==> config.mk <==
export PLATFORM = sky130hd
export DESIGN_NAME = hub75_rx
export DESIGN_NICKNAME = d
export VERILOG_FILES = /design/src/rtl/hub75_rx.sv
export SDC_FILE = /design/constraint.sdc
export NUM_CORES = 2
export LEC_CHECK = 0
export ABC_AREA = 1
export CELL_PAD_IN_SITES_DETAIL_PLACEMENT = 1
export CELL_PAD_IN_SITES_GLOBAL_PLACEMENT = 1
export CORE_MARGIN = 4
export CORE_UTILIZATION = 30
export DETAILED_ROUTE_END_ITERATION = 16
export GPL_TIMING_DRIVEN = 0
export HOLD_SLACK_MARGIN = 0.03
export PLACE_DENSITY_LB_ADDON = 0.1
export SETUP_SLACK_MARGIN = 0.4
export SLEW_MARGIN = 20
export SYNTH_ARGS = -nofsm -noshare
export SYNTH_HDL_FRONTEND = slang
export SYNTH_SLANG_ARGS = --single-unit
==> constraint.sdc <==
create_clock -name clk -period 74.4 [get_ports clk]
set_input_delay 7.44 -clock clk [delete_from_list [all_inputs] [get_ports clk]]
set_output_delay 7.44 -clock clk [all_outputs]
set_load 0.03 [all_outputs]
==> src/rtl/hub75_rx.sv <==
// HUB75 panel-side receiver: synchronises the HUB75 pins, shifts in column data, and replays each latched row as a valid/ready pixel stream.
// Optional FM6126 register-write decoding is enabled by defining HUB75_RX_FM6126_EN.
module hub75_rx #(
  parameter int WIDTH = 64,
  parameter int ADDR_W = 5,
  localparam int XW = $clog2(WIDTH)
) (
  input  logic              clk,
  input  logic              reset,
  input  logic [2:0]        hub_rgb0,
  input  logic [2:0]        hub_rgb1,
  input  logic [ADDR_W-1:0] hub_addr,
  input  logic              hub_blank,
  input  logic              hub_latch,
  input  logic              hub_sclk,
  output logic              pix_valid,
  input  logic              pix_ready,
  output logic [XW-1:0]     pix_x,
  output logic [ADDR_W-1:0] pix_row,
  output logic [2:0]        pix_rgb0,
  output logic [2:0]        pix_rgb1,
  output logic              row_done,
  output logic              overrun,
  output logic              col_err,
  output logic              panel_on
`ifdef HUB75_RX_FM6126_EN
  ,
  output logic [15:0]       fm_r1,
  output logic [15:0]       fm_r2,
  output logic [1:0]        fm_wr
`endif
);

  localparam int CW = $clog2(WIDTH + 2);
  localparam int SW = 6 + ADDR_W + 3;
  // The blank bit resets high so panel_on stays low until a real level arrives.
  localparam logic [SW-1:0] SYNC_RST = SW'(4);

  typedef enum logic [1:0] {S_IDLE, S_EMIT, S_DONE} state_t;

  logic [SW-1:0]     s1_q, s2_q;
  logic              sclk_s3_q, latch_s3_q;
  logic [ADDR_W-1:0] addr_s3_q;
  logic [5:0]        rgb_s2;
  logic              sclk_rise, latch_rise, latch_fall;

  always_ff @(posedge clk or posedge reset) begin
    if (reset) begin
      s1_q       <= SYNC_RST;
      s2_q       <= SYNC_RST;
      sclk_s3_q  <= 1'b0;
      latch_s3_q <= 1'b0;
      addr_s3_q  <= '0;
    end else begin
      s1_q       <= {hub_rgb0, hub_rgb1, hub_addr, hub_blank, hub_latch, hub_sclk};
      s2_q       <= s1_q;
      sclk_s3_q  <= s2_q[0];
      latch_s3_q <= s2_q[1];
      addr_s3_q  <= s2_q[3 +: ADDR_W];
    end
  end

  assign rgb_s2     = s2_q[SW-1 -: 6];
  assign sclk_rise  = s2_q[0] & ~sclk_s3_q;
  assign latch_rise = s2_q[1] & ~latch_s3_q;
  assign latch_fall = ~s2_q[1] & latch_s3_q;

  // Newest column enters at the top so index 0 always holds the oldest one.
  logic [5:0] sr_q   [WIDTH];
  logic [5:0] hold_q [WIDTH];
  logic       commit_q;
  state_t     state_q;
  logic       hold_take;

  assign hold_take = commit_q && (state_q == S_IDLE);

  genvar gi;
  generate
    for (gi = 0; gi < WIDTH; gi++) begin : g_col
      if (gi == WIDTH - 1) begin : g_tail
        always_ff @(posedge clk or posedge reset) begin
          if (reset)          sr_q[gi] <= '0;
          else if (sclk_rise) sr_q[gi] <= rgb_s2;
        end
      end else begin : g_body
        always_ff @(posedge clk or posedge reset) begin
          if (reset)          sr_q[gi] <= '0;
          else if (sclk_rise) sr_q[gi] <= sr_q[gi+1];
        end
      end
      always_ff @(posedge clk or posedge reset) begin
        if (reset)          hold_q[gi] <= '0;
        else if (hold_take) hold_q[gi] <= sr_q[gi];
      end
    end
  endgenerate

  logic [CW-1:0] col_cnt_q;
  logic [6:0]    lat_cnt_q;

  always_ff @(posedge clk or posedge reset) begin
    if (reset) begin
      col_cnt_q <= '0;
      lat_cnt_q <= '0;
    end else begin
      if (latch_fall)
        col_cnt_q <= '0;
      else if (sclk_rise && col_cnt_q != CW'(WIDTH + 1))
        col_cnt_q <= col_cnt_q + CW'(1);
      if (latch_rise)
        lat_cnt_q <= '0;
      else if (sclk_rise && s2_q[1] && lat_cnt_q != 7'h7F)
        lat_cnt_q <= lat_cnt_q + 7'd1;
    end
  end

  // Classify the latch fall: row commit, register write or length error.
  logic       row_ok, bad_len;
  logic [1:0] fm_hit;

  always_comb begin
    row_ok  = 1'b1;
    fm_hit  = 2'b00;
    bad_len = (col_cnt_q != CW'(WIDTH)) && (lat_cnt_q == 7'd0);
`ifdef HUB75_RX_FM6126_EN
    row_ok  = (lat_cnt_q == 7'd0);
    fm_hit  = {lat_cnt_q == 7'd12, lat_cnt_q == 7'd11};
    if (!row_ok && fm_hit == 2'b00) bad_len = 1'b1;
`endif
  end

  logic col_err_q, panel_on_q;

  always_ff @(posedge clk or posedge reset) begin
    if (reset) begin
      commit_q   <= 1'b0;
      col_err_q  <= 1'b0;
      panel_on_q <= 1'b0;
    end else begin
      commit_q   <= latch_fall && row_ok;
      col_err_q  <= latch_fall && bad_len;
      panel_on_q <= ~s2_q[2];
    end
  end

`ifdef HUB75_RX_FM6126_EN
  logic [15:0] fm_cap;
  logic [15:0] fm_r1_q, fm_r2_q;
  logic [1:0]  fm_wr_q;

  for (gi = 0; gi < 16; gi++) begin : g_fm
    assign fm_cap[gi] = sr_q[WIDTH-1-gi][3];
  end

  always_ff @(posedge clk or posedge reset) begin
    if (reset) begin
      fm_r1_q <= '0;
      fm_r2_q <= '0;
      fm_wr_q <= '0;
    end else begin
      fm_wr_q <= latch_fall ? fm_hit : 2'b00;
      if (latch_fall && fm_hit[0]) fm_r1_q <= fm_cap;
      if (latch_fall && fm_hit[1]) fm_r2_q <= fm_cap;
    end
  end

  assign fm_r1 = fm_r1_q;
  assign fm_r2 = fm_r2_q;
  assign fm_wr = fm_wr_q;
`endif

  logic              pix_valid_q, row_done_q, overrun_q;
  logic [XW-1:0]     pix_x_q, x_next;
  logic [ADDR_W-1:0] pix_row_q;
  logic [5:0]        pix_rgb_q;

  assign x_next = pix_x_q + XW'(1);

  always_ff @(posedge clk or posedge reset) begin
    if (reset) begin
      state_q     <= S_IDLE;
      pix_valid_q <= 1'b0;
      pix_x_q     <= '0;
      pix_row_q   <= '0;
      pix_rgb_q   <= '0;
      row_done_q  <= 1'b0;
      overrun_q   <= 1'b0;
    end else begin
      row_done_q <= 1'b0;
      if (commit_q && state_q != S_IDLE) overrun_q <= 1'b1;
      case (state_q)
        S_IDLE: begin
          // Hold buffer is written this same edge, so beat 0 comes straight from the shifter.
          if (commit_q) begin
            state_q     <= S_EMIT;
            pix_valid_q <= 1'b1;
            pix_x_q     <= '0;
            pix_rgb_q   <= sr_q[0];
            pix_row_q   <= addr_s3_q;
          end
        end
        S_EMIT: begin
          if (pix_ready) begin
            if (pix_x_q == XW'(WIDTH - 1)) begin
              state_q     <= S_DONE;
              pix_valid_q <= 1'b0;
              row_done_q  <= 1'b1;
            end else begin
              pix_x_q   <= x_next;
              pix_rgb_q <= hold_q[x_next];
            end
          end
        end
        default: state_q <= S_IDLE;
      endcase
    end
  end

  assign pix_valid = pix_valid_q;
  assign pix_x     = pix_x_q;
  assign pix_row   = pix_row_q;
  assign pix_rgb0  = pix_rgb_q[5:3];
  assign pix_rgb1  = pix_rgb_q[2:0];
  assign row_done  = row_done_q;
  assign overrun   = overrun_q;
  assign col_err   = col_err_q;
  assign panel_on  = panel_on_q;

endmodule

==> results.ini <==
[yosys]
yosysWarningCount = 0
ys.flop_type = dfrtp_1
syn_area_per_cell_sq_um = 8.51
yosysTopAreaCell = dfrtp_1
ys_async_sr_fraction_pct = 100
ys_types = 33
synth-seq-cells = 842
synth_area_leaders = dfrtp_1, nand2_1, o21ai_0, inv_1, nand3_1
synth_edf_count = 0
synth_top_area_share_pct = 59.5
synth_common_cells = nand2_1, dfrtp_1, o21ai_0
synth_most_common_cell = nand2_1
ys_seq_area_share_pct = 59.7
syn_nets = 4170
synthCells = 4147
netlist_area_sq_um = 35300

[clock_tree]
cts_root_buf = clkbuf_16
cts_sinks = 842
postCtsSetupRepairBufs = 0
ctsHtreeMaxLevel = 3
clk_pin_slew_ps = 60
insertion_delay_ps = 710
clock_path_buffers = 3
cts_buffers = 102
cts_hold_buf = 0
cts_resized = 0
cts_tree = built

[power]
seqPwrFrac_pct = 36.1
pwr-share-clk_pct = 36.6
ir_worst_vdd_mv = 0.0212
power_leakage_nw = 18.6
p_int_mw = 0.888
power.density_nw_per_um2 = 34.0
swShare_pct = 36.9
p_comb_share_pct = 27.4
finalPower_mw = 1.41
p_sw_mw = 0.519

[detailed_routing]
wl_per_cell_um = 20.3
drc = 0
drt_iter0_drc = 1763
routed_wl_mm = 120
dr.pass1.iters = 5
final_antenna_net_count = 0
vias = 27546
viasPerCell = 4.67

[job]
drv_cap = 0

[timing]
fmax_mhz = 105
relSlewSlack_pct = 23.2
finalCritPeriodShare_pct = 12.8
rsz0062_at_grt = no
worst_slew_pin_slew_ps = 1140
finalMaxSlewViolations = 0
min_period_ps = 9560
fin_worst_skew_ps = 48.8
setup_tns_ps = 0
hold_violations = 0
report.final.setup_viol = 0

[global_route]
antenna_found_initial = 1
grt_max_degree = 96
grt_pass1_vias = 29559
grtUsageTotal_pct = 19.8
grt_pass1_wl_mm = 186
grt_overflow = 0

[worst_setup_path]
cp-startpoint = pix_x[5]
crit_type = flip-flop to primary output
crit_fanout = 3
r2r-end = pix_rgb_q[0]
required_ps = 66960
cp-end-kind = primary output
crit_path_top_delay_cell = clkdlybuf4s50_1
max_stage_delay_ps = 770
r2r.worst_path.cells = 13
r2r_setup_slack_ps = 71180
arrival_ps = 2120
timing.rr.start = pix_x[0]
crit_buf_inv = 1
cp_cell_sequence = clkdlybuf4s50_1
critPathLaunchType = flip-flop
path_delay_family = buffers and inverters
crit_cells = 1
cp-endpoint = pix_x[5]

[worst_hold_path]
hold_class = flip-flop to flip-flop

[finish]
nets = 4322
fin_util_pct = 35.5
syn_to_final_growth_pct = 17.1
drive_above_1_share_pct = 7.63
fin_cells = 5903

[floorplan]
pin_count = 39
initial_utilization_pct = 30.3
die_area_sq_um = 123000
rows = 125
core_sq_um = 117000
die_h_um = 351
die_w_um = 351

[place]
dp_cells = 5719
numPortBuffers = 38
globalplace.congestion = 0.788
place_hpwl_mm = 84.5

[status]
status = finished clean

==> placed cells by master, fill, tap and decap left out, types with 4 or more instances in the layout <==
cell type,synthesis,layout
nor3_1,9,9
inv_2,6,6
buf_16,0,10
nand2_1,1316,1316
clkbuf_8,0,31
nand4_1,5,5
inv_1,519,518
o21ai_0,800,800
nand3_1,249,249
nor2_1,84,84
ha_1,6,6
buf_1,6,6
clkdlybuf4s50_1,0,38
mux2_2,10,10
buf_4,17,17
clkinv_2,0,15
dfrtp_1,840,840
clkbuf_1,114,132
inv_16,0,4
a21oi_1,13,13
clkbuf_16,0,102
buf_2,111,111
o21ai_1,16,16
bufinv_16,0,6
==> area by class of cell <==
| class | count | area, sq um |
|---|---|---|
| Tap cell | 1524 | 1910 |
| Multi-Input combinational cell | 2528 | 11100 |
| Sequential cell | 842 | 21100 |
| Antenna cell | 1 | 2.50 |
| Clock buffer | 152 | 3050 |
| Buffer | 251 | 1170 |
| Clock inverter | 31 | 415 |
| Inverter | 526 | 1980 |
| Timing Repair Buffer | 48 | 656 |
| Fill cell | 13641 | 75200 |
==> how the worst min path moves through the flow <==
stage                  start      endpoint  cells past startpoint
floorplan            s2_q[3]  addr_s3_q[0]                      0
global placement     s2_q[4]  addr_s3_q[1]                      0
detailed placement   s1_q[8]       s2_q[8]                      0
CTS                  s2_q[4]  addr_s3_q[1]                      0
global route        s1_q[11]      s2_q[11]                      0
finish              s1_q[11]      s2_q[11]                      0
==> layer usage <==
layer / vias up / share of wire (%) / track usage [%] / wire (um)
met2: 331 / 46 / 31.5 / 54600
li1: 13303 / - / - / -
met1: 13758 / 49 / 28.2 / 58200
met4: 0 / 2.5 / 5.23 / 3030
met5: - / 0 / 0 / 0
met3: 154 / 3.2 / 2.95 / 3880
==> state kept, by name, summed over array words and instances, names as in the netlist <==
register    count
hold_q        384
sr_q          384
s1_q           14
s2_q           14
col_cnt_q       7
lat_cnt_q       7
pix_rgb_q       6
pix_x           6
addr_s3_q       5
pix_row         5
state_q         2
col_err         1
commit_q        1
latch_s3_q      1
overrun         1
panel_on        1
pix_valid       1
row_done        1
sclk_s3_q       1
==> kinds of logic after synthesis <==
group                    count (synthesis)  synth area share (%)
AND/OR/NAND/NOR                       1673                  18.9
XOR/XNOR                                 5                 0.167
multiplexers                            10                 0.319
AO/OA/AOI/OAI                          834                  11.9
adder cells (fa/ha/maj)                  6                 0.213
buffers and inverters                  777                  8.90
flip-flops                             842                  59.7
==> power groups by stage <==
stage	Clock (mW)	Combinational (mW)	Sequential, mW
floorplan	0	0.203	0.516
global placement	0	0.388	0.516
detailed placement	0	0.392	0.515
CTS	0.528	0.393	0.507
global route	0.549	0.420	0.510
finish	0.514	0.385	0.507
==> stage by stage <==
stage	instance area, sq um	hold WS [ps]	worst slack (ps)
3_3_place_gp	37600	332	30610
5_1_grt	41300	359	64830
6_report	41300	347	64840
2_1_floorplan	35300	331	43310
3_5_place_dp	37900	336	64970
4_1_cts	41300	349	64830
Note: power is estimated with default switching activity, not from simulation.
